**src/rtl/mc_control_pkg.sv**
```systemverilog
// Shared encodings for the RV32I multi-cycle sequencer: states, opcodes, mux selects, trap causes,
// plus the small opcode-decode helpers used by the controller.
package mc_control_pkg;

  typedef enum logic [2:0] {
    ST_FETCH  = 3'd0,
    ST_DECODE = 3'd1,
    ST_EXEC   = 3'd2,
    ST_MEM    = 3'd3,
    ST_WB     = 3'd4,
    ST_TRAP   = 3'd5
  } state_t;

  localparam logic [6:0] OP_LUI    = 7'b0110111;
  localparam logic [6:0] OP_AUIPC  = 7'b0010111;
  localparam logic [6:0] OP_JAL    = 7'b1101111;
  localparam logic [6:0] OP_JALR   = 7'b1100111;
  localparam logic [6:0] OP_BRANCH = 7'b1100011;
  localparam logic [6:0] OP_LOAD   = 7'b0000011;
  localparam logic [6:0] OP_STORE  = 7'b0100011;
  localparam logic [6:0] OP_ITYPE  = 7'b0010011;
  localparam logic [6:0] OP_RTYPE  = 7'b0110011;

  localparam logic [1:0] PC_PLUS4  = 2'd0;
  localparam logic [1:0] PC_TARGET = 2'd1;
  localparam logic [1:0] PC_JALR   = 2'd2;

  localparam logic [1:0] WB_ALU = 2'd0;
  localparam logic [1:0] WB_MEM = 2'd1;
  localparam logic [1:0] WB_PC4 = 2'd2;
  localparam logic [1:0] WB_IMM = 2'd3;

  localparam logic [1:0] CAUSE_NONE    = 2'd0;
  localparam logic [1:0] CAUSE_ILLEGAL = 2'd1;
  localparam logic [1:0] CAUSE_TIMEOUT = 2'd2;

  function automatic logic is_legal(input logic [6:0] op);
    case (op)
      OP_LUI, OP_AUIPC, OP_JAL, OP_JALR, OP_BRANCH,
      OP_LOAD, OP_STORE, OP_ITYPE, OP_RTYPE: return 1'b1;
      default:                               return 1'b0;
    endcase
  endfunction

  // Branch and JAL targets are formed by the ALU as oldPC + imm.
  function automatic logic alu_a_oldpc(input logic [6:0] op);
    return (op == OP_AUIPC) || (op == OP_JAL) || (op == OP_BRANCH);
  endfunction

  function automatic logic alu_b_imm(input logic [6:0] op);
    return op != OP_RTYPE;
  endfunction

  function automatic logic [1:0] wb_sel_for(input logic [6:0] op);
    case (op)
      OP_LOAD:         return WB_MEM;
      OP_JAL, OP_JALR: return WB_PC4;
      OP_LUI:          return WB_IMM;
      default:         return WB_ALU;
    endcase
  endfunction

endpackage

```
**src/rtl/mc_control_if.sv**
```systemverilog
// Control bundle between the sequencer (master) and the datapath/memory port (slave).
interface mc_control_if;
  logic [6:0] ir_opcode;
  logic       branch_taken;
  logic       mem_ready;
  logic       mem_req;
  logic       mem_we;
  logic       ir_we;
  logic       pc_we;
  logic [1:0] pc_sel;
  logic       oldpc_we;
  logic       alu_a_sel;
  logic       alu_b_sel;
  logic       rf_we;
  logic [1:0] wb_sel;
  logic       retire;
  logic       trap;
  logic [1:0] trap_cause;

  modport master (
    input  ir_opcode, branch_taken, mem_ready,
    output mem_req, mem_we, ir_we, pc_we, pc_sel, oldpc_we, alu_a_sel, alu_b_sel,
           rf_we, wb_sel, retire, trap, trap_cause
  );

  modport slave (
    output ir_opcode, branch_taken, mem_ready,
    input  mem_req, mem_we, ir_we, pc_we, pc_sel, oldpc_we, alu_a_sel, alu_b_sel,
           rf_we, wb_sel, retire, trap, trap_cause
  );
endinterface

```
**src/rtl/mc_mem_wait.sv**
```systemverilog
// Memory wait counter: counts stalled request cycles, flags timeout on the WAIT_LIMIT-th stalled cycle.
// Timeout is combinational from the current count and req/ready; WAIT_LIMIT=0 disables it.
module mc_mem_wait #(
  parameter int WAIT_LIMIT = 16
) (
  input  logic clk,
  input  logic rst_n,
  input  logic req,
  input  logic ready,
  output logic timeout
);

  localparam int W = (WAIT_LIMIT > 1) ? $clog2(WAIT_LIMIT) : 1;

  logic [W-1:0] cnt;

  // Every request phase starts from a non-requesting cycle or a completed one, so this clears on entry.
  always_ff @(posedge clk) begin
    if (!rst_n) begin
      cnt <= '0;
    end else if (!req || ready) begin
      cnt <= '0;
    end else if (cnt != '1) begin
      cnt <= cnt + W'(1);
    end
  end

  generate
    if (WAIT_LIMIT == 0) begin : g_no_timeout
      assign timeout = 1'b0;
    end else begin : g_timeout
      assign timeout = req & ~ready & (cnt == W'(WAIT_LIMIT - 1));
    end
  endgenerate

endmodule

```
**src/rtl/mc_control.sv**
```systemverilog
// RV32I multi-cycle sequencer: FETCH/DECODE/EXEC/MEM/WB, traps on illegal opcode or memory timeout.
// Optional MC_PERF_CNT_EN adds cyc_cnt/ret_cnt. Memory stalls extend FETCH/MEM one cycle each.
module mc_control
  import mc_control_pkg::*;
#(
  parameter int WAIT_LIMIT = 16
`ifdef MC_PERF_CNT_EN
  ,
  parameter int CNT_W = 32
`endif
) (
  input  logic              clk,
  input  logic              rst_n,
  mc_control_if.master      bus
`ifdef MC_PERF_CNT_EN
  ,
  output logic [CNT_W-1:0]  cyc_cnt,
  output logic [CNT_W-1:0]  ret_cnt
`endif
);

  state_t     state;
  logic [6:0] op_q;
  logic       trap_q;
  logic [1:0] cause_q;
  logic       timeout;

  logic       mem_req, mem_we, ir_we, pc_we, oldpc_we;
  logic       alu_a_sel, alu_b_sel, rf_we, retire;
  logic [1:0] pc_sel, wb_sel;

  mc_mem_wait #(.WAIT_LIMIT(WAIT_LIMIT)) u_mem_wait (
    .clk     (clk),
    .rst_n   (rst_n),
    .req     (mem_req),
    .ready   (bus.mem_ready),
    .timeout (timeout)
  );

  // Everything is gated by rst_n so an outstanding request drops in the reset cycle itself.
  always_comb begin
    mem_req   = 1'b0;
    mem_we    = 1'b0;
    ir_we     = 1'b0;
    pc_we     = 1'b0;
    pc_sel    = PC_PLUS4;
    oldpc_we  = 1'b0;
    alu_a_sel = 1'b0;
    alu_b_sel = 1'b0;
    rf_we     = 1'b0;
    wb_sel    = WB_ALU;
    retire    = 1'b0;
    if (rst_n) begin
      case (state)
        ST_FETCH: begin
          mem_req = 1'b1;
          if (bus.mem_ready) begin
            ir_we    = 1'b1;
            oldpc_we = 1'b1;
            pc_we    = 1'b1;
          end
        end
        ST_EXEC: begin
          alu_a_sel = alu_a_oldpc(op_q);
          alu_b_sel = alu_b_imm(op_q);
          if (op_q == OP_BRANCH) begin
            pc_we  = bus.branch_taken;
            pc_sel = PC_TARGET;
            retire = 1'b1;
          end
        end
        ST_MEM: begin
          alu_a_sel = alu_a_oldpc(op_q);
          alu_b_sel = alu_b_imm(op_q);
          mem_req   = 1'b1;
          mem_we    = (op_q == OP_STORE);
          retire    = bus.mem_ready && (op_q == OP_STORE);
        end
        ST_WB: begin
          alu_a_sel = alu_a_oldpc(op_q);
          alu_b_sel = alu_b_imm(op_q);
          rf_we     = 1'b1;
          retire    = 1'b1;
          wb_sel    = wb_sel_for(op_q);
          if (op_q == OP_JAL) begin
            pc_we  = 1'b1;
            pc_sel = PC_TARGET;
          end else if (op_q == OP_JALR) begin
            pc_we  = 1'b1;
            pc_sel = PC_JALR;
          end
        end
        default: ;
      endcase
    end
  end

  always_ff @(posedge clk) begin
    if (!rst_n) begin
      state   <= ST_FETCH;
      op_q    <= '0;
      trap_q  <= 1'b0;
      cause_q <= CAUSE_NONE;
    end else begin
      case (state)
        ST_FETCH: begin
          if (bus.mem_ready) begin
            state <= ST_DECODE;
          end else if (timeout) begin
            state   <= ST_TRAP;
            trap_q  <= 1'b1;
            cause_q <= CAUSE_TIMEOUT;
          end
        end
        ST_DECODE: begin
          op_q <= bus.ir_opcode;
          if (is_legal(bus.ir_opcode)) begin
            state <= ST_EXEC;
          end else begin
            state   <= ST_TRAP;
            trap_q  <= 1'b1;
            cause_q <= CAUSE_ILLEGAL;
          end
        end
        ST_EXEC: begin
          if (op_q == OP_LOAD || op_q == OP_STORE) state <= ST_MEM;
          else if (op_q == OP_BRANCH)              state <= ST_FETCH;
          else                                     state <= ST_WB;
        end
        ST_MEM: begin
          if (bus.mem_ready) begin
            state <= (op_q == OP_STORE) ? ST_FETCH : ST_WB;
          end else if (timeout) begin
            state   <= ST_TRAP;
            trap_q  <= 1'b1;
            cause_q <= CAUSE_TIMEOUT;
          end
        end
        ST_WB:   state <= ST_FETCH;
        ST_TRAP: state <= ST_TRAP;
        default: state <= ST_FETCH;
      endcase
    end
  end

`ifdef MC_PERF_CNT_EN
  always_ff @(posedge clk) begin
    if (!rst_n) begin
      cyc_cnt <= '0;
      ret_cnt <= '0;
    end else begin
      if (state != ST_TRAP) cyc_cnt <= cyc_cnt + CNT_W'(1);
      if (retire)           ret_cnt <= ret_cnt + CNT_W'(1);
    end
  end
`endif

  assign bus.mem_req    = mem_req;
  assign bus.mem_we     = mem_we;
  assign bus.ir_we      = ir_we;
  assign bus.pc_we      = pc_we;
  assign bus.pc_sel     = pc_sel;
  assign bus.oldpc_we   = oldpc_we;
  assign bus.alu_a_sel  = alu_a_sel;
  assign bus.alu_b_sel  = alu_b_sel;
  assign bus.rf_we      = rf_we;
  assign bus.wb_sel     = wb_sel;
  assign bus.retire     = retire;
  assign bus.trap       = trap_q & rst_n;
  assign bus.trap_cause = rst_n ? cause_q : CAUSE_NONE;

endmodule
```
**src/flat_wrapper.sv**
```systemverilog
// flat-port wrapper written by rule: the top's interface ports become plain ports
module mc_control_flat import mc_control_pkg::*;
#(
  parameter int WAIT_LIMIT = 16

)
  (clk, rst_n, bus_ir_opcode, bus_branch_taken, bus_mem_ready, bus_mem_req, bus_mem_we, bus_ir_we, bus_pc_we, bus_pc_sel, bus_oldpc_we, bus_alu_a_sel, bus_alu_b_sel, bus_rf_we, bus_wb_sel, bus_retire, bus_trap, bus_trap_cause);
  mc_control_if bus_i ();
  input  logic clk;
  input  logic rst_n;
  input wire logic [$bits(bus_i.ir_opcode)-1:0] bus_ir_opcode;
  input wire logic [$bits(bus_i.branch_taken)-1:0] bus_branch_taken;
  input wire logic [$bits(bus_i.mem_ready)-1:0] bus_mem_ready;
  output wire logic [$bits(bus_i.mem_req)-1:0] bus_mem_req;
  output wire logic [$bits(bus_i.mem_we)-1:0] bus_mem_we;
  output wire logic [$bits(bus_i.ir_we)-1:0] bus_ir_we;
  output wire logic [$bits(bus_i.pc_we)-1:0] bus_pc_we;
  output wire logic [$bits(bus_i.pc_sel)-1:0] bus_pc_sel;
  output wire logic [$bits(bus_i.oldpc_we)-1:0] bus_oldpc_we;
  output wire logic [$bits(bus_i.alu_a_sel)-1:0] bus_alu_a_sel;
  output wire logic [$bits(bus_i.alu_b_sel)-1:0] bus_alu_b_sel;
  output wire logic [$bits(bus_i.rf_we)-1:0] bus_rf_we;
  output wire logic [$bits(bus_i.wb_sel)-1:0] bus_wb_sel;
  output wire logic [$bits(bus_i.retire)-1:0] bus_retire;
  output wire logic [$bits(bus_i.trap)-1:0] bus_trap;
  output wire logic [$bits(bus_i.trap_cause)-1:0] bus_trap_cause;
  assign bus_i.ir_opcode = bus_ir_opcode;
  assign bus_i.branch_taken = bus_branch_taken;
  assign bus_i.mem_ready = bus_mem_ready;
  assign bus_mem_req = bus_i.mem_req;
  assign bus_mem_we = bus_i.mem_we;
  assign bus_ir_we = bus_i.ir_we;
  assign bus_pc_we = bus_i.pc_we;
  assign bus_pc_sel = bus_i.pc_sel;
  assign bus_oldpc_we = bus_i.oldpc_we;
  assign bus_alu_a_sel = bus_i.alu_a_sel;
  assign bus_alu_b_sel = bus_i.alu_b_sel;
  assign bus_rf_we = bus_i.rf_we;
  assign bus_wb_sel = bus_i.wb_sel;
  assign bus_retire = bus_i.retire;
  assign bus_trap = bus_i.trap;
  assign bus_trap_cause = bus_i.trap_cause;
  mc_control #(.WAIT_LIMIT(WAIT_LIMIT)) u_core (.clk(clk), .rst_n(rst_n), .bus(bus_i));
endmodule
```
**config.mk**
```make
export PLATFORM = sky130hd
export DESIGN_NAME = mc_control_flat
export DESIGN_NICKNAME = d
export VERILOG_FILES = /design/src/rtl/mc_control_pkg.sv /design/src/rtl/mc_control_if.sv /design/src/rtl/mc_mem_wait.sv /design/src/rtl/mc_control.sv /design/src/flat_wrapper.sv
export SDC_FILE = /design/constraint.sdc
export NUM_CORES = 1
export LEC_CHECK = 0
export BUFFER_PORTS_ARGS = -buffer_cell sky130_fd_sc_hd__buf_2
export CORE_UTILIZATION = 47
export CTS_CLUSTER_SIZE = 20
export DETAILED_ROUTE_END_ITERATION = 10
export PLACE_DENSITY = 0.75
export SYNTH_ARGS = -nofsm -noshare
export SYNTH_HDL_FRONTEND = slang
export SYNTH_SLANG_ARGS = --single-unit
```
**constraint.sdc**
```tcl
create_clock -name clk -period 1.5 [get_ports clk]
set_input_delay 0.15 -clock clk [delete_from_list [all_inputs] [get_ports clk]]
set_output_delay 0.15 -clock clk [all_outputs]
set_load 0.02 [all_outputs]
```
# After elaboration in Yosys (flattened, before gate mapping)
# Index checks and enable logic that the tools add are counted.
dict set report word_totals {
  register_bits 17
  inputBits 11
  elab_cells 101
  output_inout_bits 16
}
dict set report classes {
  addsub 1
  n_eq_ne 27
  bitwise_logic 5
  muxes 49
  n_reduce_logical 14
}
# cell count
set op_table {}
lappend op_table {{$eq 7x7->1 const B} 6}
lappend op_table {{$eq 7x6->1 const B} 5}
lappend op_table {{$mux 1} 26}
lappend op_table {{$eq 7x5->1 const B} 3}
lappend op_table {{$mux 3} 7}
lappend op_table {{$mux 2} 9}
lappend op_table {{$pmux 3 s5} 1}
lappend op_table {{$eq 7x2->1 const B} 2}
lappend op_table {{$reduce_or 9->1} 1}
lappend op_table {{$pmux 2 s2} 2}
lappend op_table {{$ne 7x6->1 const B} 1}
lappend op_table {{$eq 3x2->1 const B} 2}
lappend op_table {{$eq 3x3->1 const B} 2}
lappend op_table {{$pmux 1 s3} 2}
lappend op_table {{$pmux 2 s3} 1}
lappend op_table {{$reduce_or 2->1} 3}
lappend op_table {{$add 4x1->4 const B} 1}
lappend op_table {{$eq 4x4->1 const B} 1}
lappend op_table {{$logic_or 1x1->1} 4}
lappend op_table {{$ne 2x2->1 const B} 2}
lappend op_table {{$ne 4x4->1 const B} 1}
lappend op_table {{$reduce_and 4->1} 1}
lappend op_table {{$and 1x1->1} 3}
lappend op_table {{$eq 3x1->1 const B} 1}
lappend op_table {{8 further kinds} 9}

# Logic depth before layout (Yosys ltp)
dict set report logic_depth {
  word_depth 9
  depth_mapped 5
  ltp_nobuf 5
}

# By module
# From an unflattened synthesis, not the netlist that was laid out.
dict set report hier_totals {
  hier_cells 153
  area_unflattened_um2 1263.7
}
# mod area_each_um2 seq_area_each_um2 instances cells_per_inst
set by_module_without_submodules {}
lappend by_module_without_submodules {mc_control 1079.8 260.2 1 133}
lappend by_module_without_submodules {mc_mem_wait 183.9 80.1 1 20}

# Least setup slack after synthesis
# OpenSTA, ideal clock, no wires.
dict set report synth_path {
  kind {register to output}
  from {register u_core.op_q[4]}
  to {output port bus_pc_we}
  setup_slack_ns -0.234
  required_ns 1.350
  path_buffers 1
  stages_incl_launch_ff 6
  arrival_ns 1.584
  cell_sequence {dfxtp_1 -> clkbuf_1 -> and3b_1 -> and3_2 -> nand2_1 -> a221oi_1}
}
dict set report synth_via {
  elab_chain_cells 5
  word_cells_on_any_way 8
  cone_classes {eq/ne: 3; mux: 5}
}
# element line
set synth_lines {}
lappend synth_lines {{from (decl)} mc_control.sv:23} ;# logic [6:0] op_q;
lappend synth_lines {{from (signal assigned)} mc_control.sv:116} ;# op_q <= bus.ir_opcode;
lappend synth_lines {{$eq 7x7->1} mc_control.sv:88} ;# end else if (op_q == OP_JALR) begin
lappend synth_lines {{$mux 1} mc_control.sv:88}
lappend synth_lines {{$mux 1} mc_control.sv:85} ;# if (op_q == OP_JAL) begin
lappend synth_lines {{$pmux 1 s3 (*)} mc_control.sv:54} ;# case (state)
lappend synth_lines {{$mux 1 (*)} mc_control.sv:53} ;# if (rst_n) begin
lappend synth_lines {{to (decl)} flat_wrapper.sv:17} ;# output wire logic [$bits(bus_i.pc_we)-1:0] bus_pc_we;
# Mark *: on every way between the ends. The rest lies on a longest branch, timed or not.

# Worst setup path after layout
dict set report layout_path {
  from {register u_core.op_q[3]}
  to {output port bus_retire}
}
dict set report layout_via {
  elab_chain_cells 4
  word_cells_on_any_way 6
  cone_classes {eq/ne: 2; mux: 3; reduce/logical: 1}
}
# element line
set layout_lines {}
lappend layout_lines {{$eq 7x7->1 or $eq 7x6->1 (tied branches)} {mc_control.sv:66, mc_control.sv:77}}
lappend layout_lines {{$mux 1 or $logic_and 1x1->1 (tied branches)} {mc_control.sv:66, mc_control.sv:77}}
lappend layout_lines {{$pmux 1 s3 (*)} mc_control.sv:54}
lappend layout_lines {{$mux 1 (*)} mc_control.sv:53}
lappend layout_lines {{to (decl)} flat_wrapper.sv:24} ;# output wire logic [$bits(bus_i.retire)-1:0] bus_retire;
# Marked as above.

==> impl_results.md <==
- Met3 Use GR: 5.060%
- Slew @ Worst Pin: 0.3978 ns
- Worst VDD drop: 0.6648 mV
- Crit path largest cell delay: 0.51 ns
- Row Count: 17
- CP required: 1.35 ns
- DRT Pass-1 Iters: 4
- Synth Cell Area: 1121 sq um
- Max Cap Viol: 0
- Filler cells: 114
- Vias in the first global route: 1,183
- First-pass GRT wire length: 5244 um
- Most frequent cell after synthesis: dfxtp_1
- Register area share after synthesis: 30.36%
- RSZ-0062 raised after global routing: yes
- WL/cell: 17.82 um
- Routed Antenna Nets: 0
- Post-synth top area share: 30.36%
- Final core utilization: 84.87%
- Ports: 27
- Placed Area: 1460 sq um
- Synth top area cells: dfxtp_1, mux2i_1, nor2b_1
- Most Crowded Layer GR: met2
- Status: finished with violations
- Die W: 50.84 um
- Max clock buf depth: 2
- Slew margin rel.: 73.13%
- Synth Register Bits: 17
- Leak: 0.7514 nW
- CTS Hold Bufs: 0
- Most frequent cells after synthesis: dfxtp_1, nor2_1, nor2b_1
- Fin crit share: 129.1%
- Routability cong.: 0.8326
- Htree depth: 1
- Via count: 1,387
- Failing checks: negative setup slack
- Worst Setup SP: u_core.op_q[3]
- Setup Skew: 0.006357 ns
- Post-synth ARST share: 0%
- Final instance area: 1896 sq um
- Met1 track utilization from global routing: 34.31%
- Die footprint: 2585 sq um
- Crit path capture type: output port
- Syn nets: 154
- DRC: 0
- Worst-Skew Late Latency: 0.30 ns
- RR Endpoint: u_core.state[2]
- Maximum fanout along the worst path: 2
- CTS Root Cell: clkbuf_4
- Overall power: 1.279 mW
- PortBufs: 26
- CTS tree: built
- Minimum clock period after layout: 1.937 ns
- Worst Setup EP: bus_retire
- CP max-delay cell: or4_4
- Critical path arrival: 1.79 ns
- DRT iter0 DRCs: 47
- Clock Sinks: 17
- Largest net degree at the start of global routing: 19
- Fmax achieved: 516.2 MHz
- Synth Flop Type: dfxtp_1
- GRT Util Overall: 27.12%
- Reg2reg setup slack: 0.02 ns
- Antenna Cells: 0
- Setup ws final: -0.4371 ns
- Count of nets after finishing: 211
- Synthesized netlist cell count: 142
- Post-Route WL: 4027 um
- Met2 Track Usage GR: 44.44%
- Initial antenna violation count: 0
- Die H: 50.84 um
- CTS clk-pin slew, worst paths: 0.10 ns
- Layout cells sized above 1: 54.55%
- Syn_area_per_cell: 7.895 sq um
- Starting density of the core: 50.20%
- Endpoints failing hold: 0
- Fin. max-slew vios: 0
- Setup tns final: -2.746 ns
- Synth Warn #: 0
- Hold crit path type: primary input to register
- Final setup vio count: 12
- Hpwl dp: 2343 um
- TritonCTS Buffers: 3
- R2R depth: 6
- Number of synthesized flops with an enable pin: 0
- WS Path Type: register to output port
- Grt ovf: 0
- Cell area power density: 674.7 nW/um^2
- Vias per std cell: 6.137
- Core area: 2233 sq um
- Synth cell types: 46
- Area grow syn2layout: 69.09%
- Yosys top cell by area: dfxtp_1
- Cell breakdown of the critical path: and3b_2 > nand4b_4 > or4_4 > a21oi_4 > buf_6
- RR Startpoint: u_core.u_mem_wait.cnt[1]
- Crit start category: register
## critical path: cells and delay by family, from the launching register on
kind	cells	cell delay, ns
buffers and inverters	1	0.12
DFF	1	0.34
AOI/OAI and AO/OA	1	0.13
and+or+nand+nor	3	0.90
## metrics by stage
stage                     hold slack [ns]  std cells  setup WS [ns]
after floorplan                    0.3027        142       -0.07092
after global placement             0.4269        211       -0.09272
after detailed placement           0.4370        211        -0.1118
after CTS                          0.1378        216        -0.4036
after global routing               0.1552        226        -0.4853
final                              0.1247        226        -0.4371
## cell type report
type                       instances  area, sq um  share of cell area [%]
sequential                        17        355.3                   18.75
clock buffer                       3        22.52                   1.188
inverter                           4        15.01                  0.7921
multi-input combinational        114        979.7                   51.68
clock inverter                     1        5.005                  0.2640
timing repair buffer              59        483.0                   25.48
tap                               28        35.03                   1.848
## how the worst min path moves through the flow
stage	start	endpoint	slack [ns]	cells after the start
after CTS	bus_ir_opcode[3]	u_core.op_q[3]	0.14	3
after global routing	bus_ir_opcode[3]	u_core.op_q[3]	0.16	3
after detailed placement	bus_ir_opcode[3]	u_core.op_q[3]	0.44	3
after floorplan	bus_mem_ready	u_core.state[2]	0.30	2
after global placement	bus_ir_opcode[2]	u_core.op_q[2]	0.43	3
final	bus_ir_opcode[3]	u_core.op_q[3]	0.12	3
## cell usage in the layout, fill, tap and decap left out, types with 3 or more instances in the layout
cell type / instances
buf_4: 29
buf_6: 16
buf_2: 13
dfxtp_1: 11
nor2_1: 10
nor2b_1: 9
nand2_1: 7
mux2i_1: 7
nand3_1: 4
and3_4: 4
nand3b_1: 4
nor2_2: 4
nand2b_1: 4
and2_1: 3
o21ai_1: 3
o21ai_0: 3
clkbuf_4: 3
dfxtp_4: 3
dfxtp_2: 3
## what timing repair did
action                     CTS  global route
cloned                       0             0
gates resized for setup     26            55
setup endpoints to repair   14            19
pin swaps                    6            18
setup buffers                1            10
## sequential cells by signal, summed over array words and instances, names as in the netlist
register               flops
u_core.op_q                7
u_core.u_mem_wait.cnt      4
u_core.state               3
u_core.cause_q             2
u_core.trap_q              1
## power by group
group | leakage, nW | switching, mW | internal [mW]
Combinational | 0.592 | 0.253 | 0.245
Clock | 0.0177 | 0.155 | 0.0994
Sequential | 0.142 | 0.0386 | 0.488
## metal layers
layer / wire length, um / share of wire (%) / vias up
li1: - / - / 626
met5: 0 / 0 / -
met1: 1729 / 43 / 671
met4: 140 / 3.5 / 0
met2: 1948 / 48 / 74
met3: 209 / 5.2 / 16
## cells by family (layout without fill, tap and decap cells)
logic type,after synthesis,count (layout),synth area share (%)
compound gates,27,27,16.29
xor+xnor,3,3,2.344
fa+ha+maj,1,1,1.116
buf+inv,11,67,4.353
flops,17,17,30.36
mux,8,8,7.143
simple gates,75,75,38.39
Note: power is estimated with default switching activity, not from simulation.
